## src/rtl/udp_tx_sched.sv

```systemverilog
// udp_tx_sched: round-robin scheduler that merges three frame sources
// (0=ARP/ICMP, 1=UDP1, 2=UDP2) onto one registered MAC transmit bus.
// A grant is held for a whole frame (SOP..EOP), followed by a 1-cycle gap.
// Optional idle-bus watchdog: define UDP_TX_SCHED_WDOG_EN to compile it in.
module udp_tx_sched #(
    parameter int unsigned TIMEOUT = 2047
) (
    input  logic        clk,
    input  logic        rst,
    input  logic        tx_rdy,
    input  logic        req0,
    input  logic        req1,
    input  logic        req2,
    input  logic [1:0]  tx_mod0,
    input  logic        tx_wren0,
    input  logic        tx_sop0,
    input  logic        tx_eop0,
    input  logic [31:0] tx_data0,
    input  logic [1:0]  tx_mod1,
    input  logic        tx_wren1,
    input  logic        tx_sop1,
    input  logic        tx_eop1,
    input  logic [31:0] tx_data1,
    input  logic [1:0]  tx_mod2,
    input  logic        tx_wren2,
    input  logic        tx_sop2,
    input  logic        tx_eop2,
    input  logic [31:0] tx_data2,
    output logic        gnt0,
    output logic        gnt1,
    output logic        gnt2,
    output logic        tx_rdy0,
    output logic        tx_rdy1,
    output logic        tx_rdy2,
    output logic [1:0]  tx_mod,
    output logic        tx_wren,
    output logic        tx_sop,
    output logic        tx_eop,
    output logic [31:0] tx_data,
    output logic        busy,
    output logic        abort
);

    typedef enum logic [1:0] {IDLE, WAIT_SOP, XFER, GAP} state_t;

    state_t      r_state;
    state_t      w_state_nxt;
    logic [2:0]  r_gnt;
    logic [1:0]  r_idx;
    logic [1:0]  r_last;
    logic [1:0]  r_tx_mod;
    logic        r_tx_wren;
    logic        r_tx_sop;
    logic        r_tx_eop;
    logic [31:0] r_tx_data;

    logic [2:0]  w_req;
    logic [2:0]  w_wren;
    logic [2:0]  w_sop;
    logic [2:0]  w_eop;
    logic [1:0]  w_mod  [3];
    logic [31:0] w_data [3];
    logic [1:0]  w_c1;
    logic [1:0]  w_c2;
    logic [1:0]  w_pick;
    logic        w_any;
    logic        w_g_req;
    logic        w_g_wren;
    logic        w_g_sop;
    logic        w_g_eop;
    logic        w_active;
    logic        w_abort;
    logic        w_wdog_hit;

    if (TIMEOUT < 1 || TIMEOUT > 65535) begin : g_bad_timeout
        $error("udp_tx_sched: TIMEOUT must be in 1..65535");
    end

    function automatic logic [1:0] next_src(input logic [1:0] i);
        return (i == 2'd2) ? 2'd0 : i + 2'd1;
    endfunction

    assign w_req     = {req2, req1, req0};
    assign w_wren    = {tx_wren2, tx_wren1, tx_wren0};
    assign w_sop     = {tx_sop2, tx_sop1, tx_sop0};
    assign w_eop     = {tx_eop2, tx_eop1, tx_eop0};
    assign w_mod[0]  = tx_mod0;
    assign w_mod[1]  = tx_mod1;
    assign w_mod[2]  = tx_mod2;
    assign w_data[0] = tx_data0;
    assign w_data[1] = tx_data1;
    assign w_data[2] = tx_data2;

    // Round robin: first requester after the last completed grant.
    assign w_c1   = next_src(r_last);
    assign w_c2   = next_src(w_c1);
    assign w_any  = |w_req;
    assign w_pick = w_req[w_c1] ? w_c1 : (w_req[w_c2] ? w_c2 : r_last);

    assign w_g_req  = w_req[r_idx];
    assign w_g_wren = w_wren[r_idx];
    assign w_g_sop  = w_sop[r_idx];
    assign w_g_eop  = w_eop[r_idx];
    assign w_active = (r_state == WAIT_SOP) || (r_state == XFER);

    // Next-state decode and watchdog abort request.
    always_comb begin
        // NOTE: defaults first so every path assigns and no latch is inferred.
        w_state_nxt = r_state;
        w_abort     = 1'b0;
        case (r_state)
            IDLE: begin
                if (w_any) w_state_nxt = WAIT_SOP;
            end
            WAIT_SOP: begin
                if (w_g_wren && w_g_sop) begin
                    w_state_nxt = w_g_eop ? GAP : XFER;
                end else if (!w_g_req) begin
                    w_state_nxt = IDLE;
                end else if (w_wdog_hit) begin
                    w_abort     = 1'b1;
                    w_state_nxt = GAP;
                end
            end
            XFER: begin
                if (w_g_wren && w_g_eop) begin
                    w_state_nxt = GAP;
                end else if (w_wdog_hit) begin
                    w_abort     = 1'b1;
                    w_state_nxt = GAP;
                end
            end
            GAP:     w_state_nxt = IDLE;
            default: w_state_nxt = IDLE;
        endcase
    end

    // State register, grant and round-robin pointer.
    always_ff @(posedge clk) begin
        if (rst) begin
            r_state <= IDLE;
            r_gnt   <= '0;
            r_idx   <= '0;
            r_last  <= 2'd2;
        end else begin
            // NOTE: non-blocking assignments keep all registers updating from pre-edge values.
            r_state <= w_state_nxt;
            if (r_state == IDLE && w_any) begin
                r_idx <= w_pick;
                r_gnt <= 3'b001 << w_pick;
            end else if (w_active && w_state_nxt == GAP) begin
                r_gnt  <= '0;
                r_last <= r_idx;
            end else if (w_state_nxt == IDLE) begin
                r_gnt <= '0;
            end
        end
    end

    // Output bus: granted source delayed one cycle, zero outside a grant.
    always_ff @(posedge clk) begin
        if (rst || !w_active) begin
            r_tx_mod  <= '0;
            r_tx_wren <= 1'b0;
            r_tx_sop  <= 1'b0;
            r_tx_eop  <= 1'b0;
            r_tx_data <= '0;
        end else begin
            r_tx_mod  <= w_mod[r_idx];
            r_tx_wren <= w_g_wren && !w_abort;
            r_tx_sop  <= w_g_sop;
            r_tx_eop  <= w_g_eop;
            r_tx_data <= w_data[r_idx];
        end
    end

`ifdef UDP_TX_SCHED_WDOG_EN
    localparam logic [15:0] LP_WDOG_LAST = 16'(TIMEOUT - 1);

    logic [15:0] r_wdog;
    logic        r_abort;

    assign w_wdog_hit = w_active && !w_g_wren && (r_wdog == LP_WDOG_LAST);

    // Count idle-bus cycles inside a grant; any granted word restarts the count.
    always_ff @(posedge clk) begin
        if (rst) begin
            r_wdog  <= '0;
            r_abort <= 1'b0;
        end else begin
            r_abort <= w_abort;
            if (w_active && !w_g_wren && (w_state_nxt == r_state)) begin
                r_wdog <= r_wdog + 16'd1;
            end else begin
                r_wdog <= '0;
            end
        end
    end

    assign abort = r_abort;
`else
    assign w_wdog_hit = 1'b0;
    assign abort      = 1'b0;
`endif

    assign gnt0    = r_gnt[0];
    assign gnt1    = r_gnt[1];
    assign gnt2    = r_gnt[2];
    assign tx_rdy0 = tx_rdy & r_gnt[0];
    assign tx_rdy1 = tx_rdy & r_gnt[1];
    assign tx_rdy2 = tx_rdy & r_gnt[2];
    assign tx_mod  = r_tx_mod;
    assign tx_wren = r_tx_wren;
    assign tx_sop  = r_tx_sop;
    assign tx_eop  = r_tx_eop;
    assign tx_data = r_tx_data;
    assign busy    = (r_state != IDLE);

endmodule
```

## config.mk

```make
export PLATFORM = sky130hd
export DESIGN_NAME = udp_tx_sched
export DESIGN_NICKNAME = d
export VERILOG_FILES = /design/src/rtl/udp_tx_sched.sv
export SDC_FILE = /design/constraint.sdc
export NUM_CORES = 1
export LEC_CHECK = 0
export ABC_AREA = 0
export CORE_MARGIN = 3
export CORE_UTILIZATION = 35
export DETAILED_ROUTE_END_ITERATION = 7
export PLACE_DENSITY_LB_ADDON = 0.3
export SLEW_MARGIN = 20
export SYNTH_ARGS = -nofsm -noshare
export SYNTH_HDL_FRONTEND = slang
export SYNTH_SLANG_ARGS = --single-unit
```

## constraint.sdc

```tcl
create_clock -name clk -period 2.6 [get_ports clk]
set_input_delay 0.52 -clock clk [delete_from_list [all_inputs] [get_ports clk]]
set_output_delay 0.52 -clock clk [all_outputs]
set_load 0.01 [all_outputs]
```

==> results.toml, run 1 <==
[setup_path]
criticalPathCategory = "input pin to flip-flop"
cp_max_fo = 3
crit_start = "req1"
critPathLaunchType = "input pin"
cp-end-kind = "flip-flop"
r2r-end = "r_last[0]"
cp_top_family = "compound AO/OA/AOI/OAI gates"
crit_arrival_ns = 2.63
crit_path_max_incr_delay_ns = 0.51
worstSetupPathDepth = 8
worstPathCellList = "clkdlybuf4s50_1 -> mux2i_1 -> o21ai_1 -> a211oi_1 -> a211o_1 -> or2_4 -> or4b_1 -> a21oi_1"
r2r_cells = 8
ff2ff_setup_slack_ns = 0.29
slowest_stage = "clkdlybuf4s50_1"
cp.required_ns = 2.82
r2r_start = "r_idx[0]"
worst-path-buf-inv = 1
crit_end = "r_last[0]"

[synth]
yosys-top-cells-area = "dfxtp_1, mux2i_1, nor2_1, a21oi_1, ha_1"
syn_avg_cell_area_sq_um = 8.17
syn_nets = 404
synth_enable_flop_cells = 0
synth-seq-area-share_pct = 40.0
synth_compound_area_share_pct = 13.4
async_flop_share_pct = 0
ys_ff_latch = 46
ys.flop_type = "dfxtp_1"
synth_mux_area_share_pct = 17.4
synth_top_family_by_area = "simple AND/OR/NAND/NOR gates"
syn_area_sq_um = 2300
synthAdderAreaFrac_pct = 2.71
yosys.area_share.xor_xnor_pct = 0
yosysTopAreaCellShare_pct = 40.0
syn_inst = 282
synth-simple-area-share_pct = 21.9
yosysWarnings = 0
synth_area_leader_cell = "dfxtp_1"
ys_types = 38

[detailed_routing]
viasPerCell = 4.85
avgRoutedWirePerCell_microns = 14.3
routed_wirelength_microns = 7460
dr.pass1.iters = 4
drtIter0Drc = 44
ant_nets = 0
post-route-drc-count = 0
num_vias = 2529

[placement]
gp_congestion = 0.791
place_inst = 513
port_buffers = 160
dp_hpwl_microns = 6060
placed_cell_area_sq_um = 4020
pre_cts_ws_ns = -0.0737

[power_and_ir_drop]
power.leakage_nw = 1.56
power_density_nw_per_um2 = 750
peakVddDrop_mv = 0.363

[sta]
hold_viol = 0
max_freq_ghz = 0.414
finalMaxSlewViolations = 0
period_share_pct = 92.8
rsz0062_at_grt = "false"
period_needed_ns = 2.41
timing.final.ws_setup_ns = 0.186
finalSetupViolations = 0
skew_ns = 0.00792

[clock_network]
cts_inserted_buffers = 5
clk_pin_slew_ns = 0.08
clock_latency_ns = 0.30
cts_resized = 0
htreeDepth = 2
root_buffer = "clkbuf_8"
clock_path_buffers = 2
holdBufCountCts = 0
tritoncts = "built"
cts_setup_buffers = 0
clock_sinks = 46

[final_layout]
area_growth_pct = 78.5
drive_gt1_share_pct = 5.61
final_util_pct = 67.1
antenna_cells = 0
fin_cells = 521
finish.instance_area_sq_um = 4110
final_nets = 567

[global_route]
overflow = 0
antenna_found_initial = 0
track_usage_pct = 19.3
grt_pass1_wl_microns = 11400
grt_max_degree = 28
grt_pass1_vias = 2540

[die]
die_h_microns = 87.1
io_pins = 162
dieWidth_microns = 87.1
core-area_sq_um = 6130
initial_core_util_pct = 37.6
die_area_sq_um = 7590
rows = 28

[job]
maxCapViolations = 0

[worst_hold_path]
worstHoldPathType = "flip-flop to flip-flop"

[outcome]
run_status = "finished, final reports clean"
-- cell usage in the layout (no fill, tap or decap), types with 2 or more instances in the layout --
master	Yosys	layout
a31oi_1	2	2
or3_1	2	2
dfxtp_1	46	45
nand3_1	3	3
or4b_1	2	2
mux2i_1	40	40
o2bb2ai_1	2	2
o31ai_1	2	2
nand2_1	9	9
nor2b_1	4	4
and2_1	4	4
nor2_1	78	78
buf_4	2	14
nor3_1	3	3
nand2b_1	2	2
ha_1	5	5
nand3b_1	2	2
clkdlybuf4s50_1	0	160
a21oi_1	36	36
clkbuf_8	0	6
a211oi_1	2	2
o21ai_0	3	3
inv_1	4	4
-- synthesized netlist by cell type, types with 3 or more instances --
cell	n
nand2_1	9
buf_1	5
ha_1	5
o21ai_0	3
a21oi_1	36
clkbuf_1	9
nor2b_1	4
dfxtp_1	46
nor3_1	3
and2_1	4
mux2i_1	40
inv_1	4
nor2_1	78
nand3_1	3
-- stage by stage --
step / hold WS, ns / power, mW / setup TNS, ns
after floorplan: 0.466 / 1.86 / 0
after global placement: 0.501 / 2.63 / 0
after detailed placement: 0.513 / 2.66 / -0.109
after CTS: 0.524 / 3.12 / 0
after global routing: 0.559 / 3.32 / 0
final: 0.524 / 3.09 / 0
-- final cells by class --
| class | count | area [sq um] |
|---|---|---|
| tap | 75 | 93.8 |
| timing repair buffer | 174 | 1710 |
| multi-input combinational | 213 | 1280 |
| sequential | 46 | 922 |
| clock inverter | 1 | 5.00 |
| inverter | 5 | 18.8 |
| fill | 543 | 2020 |
| clock buffer | 7 | 86.3 |
-- tightest hold or removal path, stage by stage, from the launching register on --
cell and delay, ns:
dfxtp_1 0.34, o31ai_1 0.07, a21oi_1 0.06
-- registers in the layout, summed over array words and instances (netlist names) --
name and flops:
tx_data 32, r_gnt 3, r_idx 2, r_last 2, r_state 2, tx_mod 2, tx_eop 1, tx_sop 1
tx_wren 1
-- cells by family (layout without fill, tap and decap cells) --
group,after synthesis,count (layout)
flip-flops,46,46
other,1,1
buffers and inverters,23,187
AO/OA/AOI/OAI,53,53
multiplexers,40,40
adder cells (fa/ha/maj),5,5
AND/OR/NAND/NOR,114,114
-- where the power goes --
group	total (mW)	switching (mW)	internal, mW
combinational	1.68	0.837	0.845
clock	0.448	0.233	0.215
sequential	0.958	0.0723	0.886
-- layer usage --
layer	routed length, microns	up-vias	part of all wire (%)	global-route usage, %
li1	-	1276	-	-
met1	2750	1143	37	20.0
met2	3920	99	53	35.5
met3	692	11	9.3	8.04
met4	99	0	1.3	5.16
met5	0	-	0	0
-- worst min path at each step --
stage                endpoint  slack [ns]  depth (start not counted)      start
floorplan           r_last[0]        0.47                          2  r_last[0]
global placement    r_last[0]        0.50                          2  r_last[0]
detailed placement  r_last[0]        0.51                          2  r_last[0]
CTS                 r_last[0]        0.52                          2  r_last[0]
global route        r_last[0]        0.56                          2  r_last[0]
finish              r_last[0]        0.52                          2  r_last[0]
No activity file was read; power rests on OpenSTA's default activity.
==> run 2, diff against run 1 <==
- SKIP_CTS_REPAIR_TIMING: not set -> 1
==> results of run 2 <==
No change in the layout: final DEF, timing and power equal those of run 1.
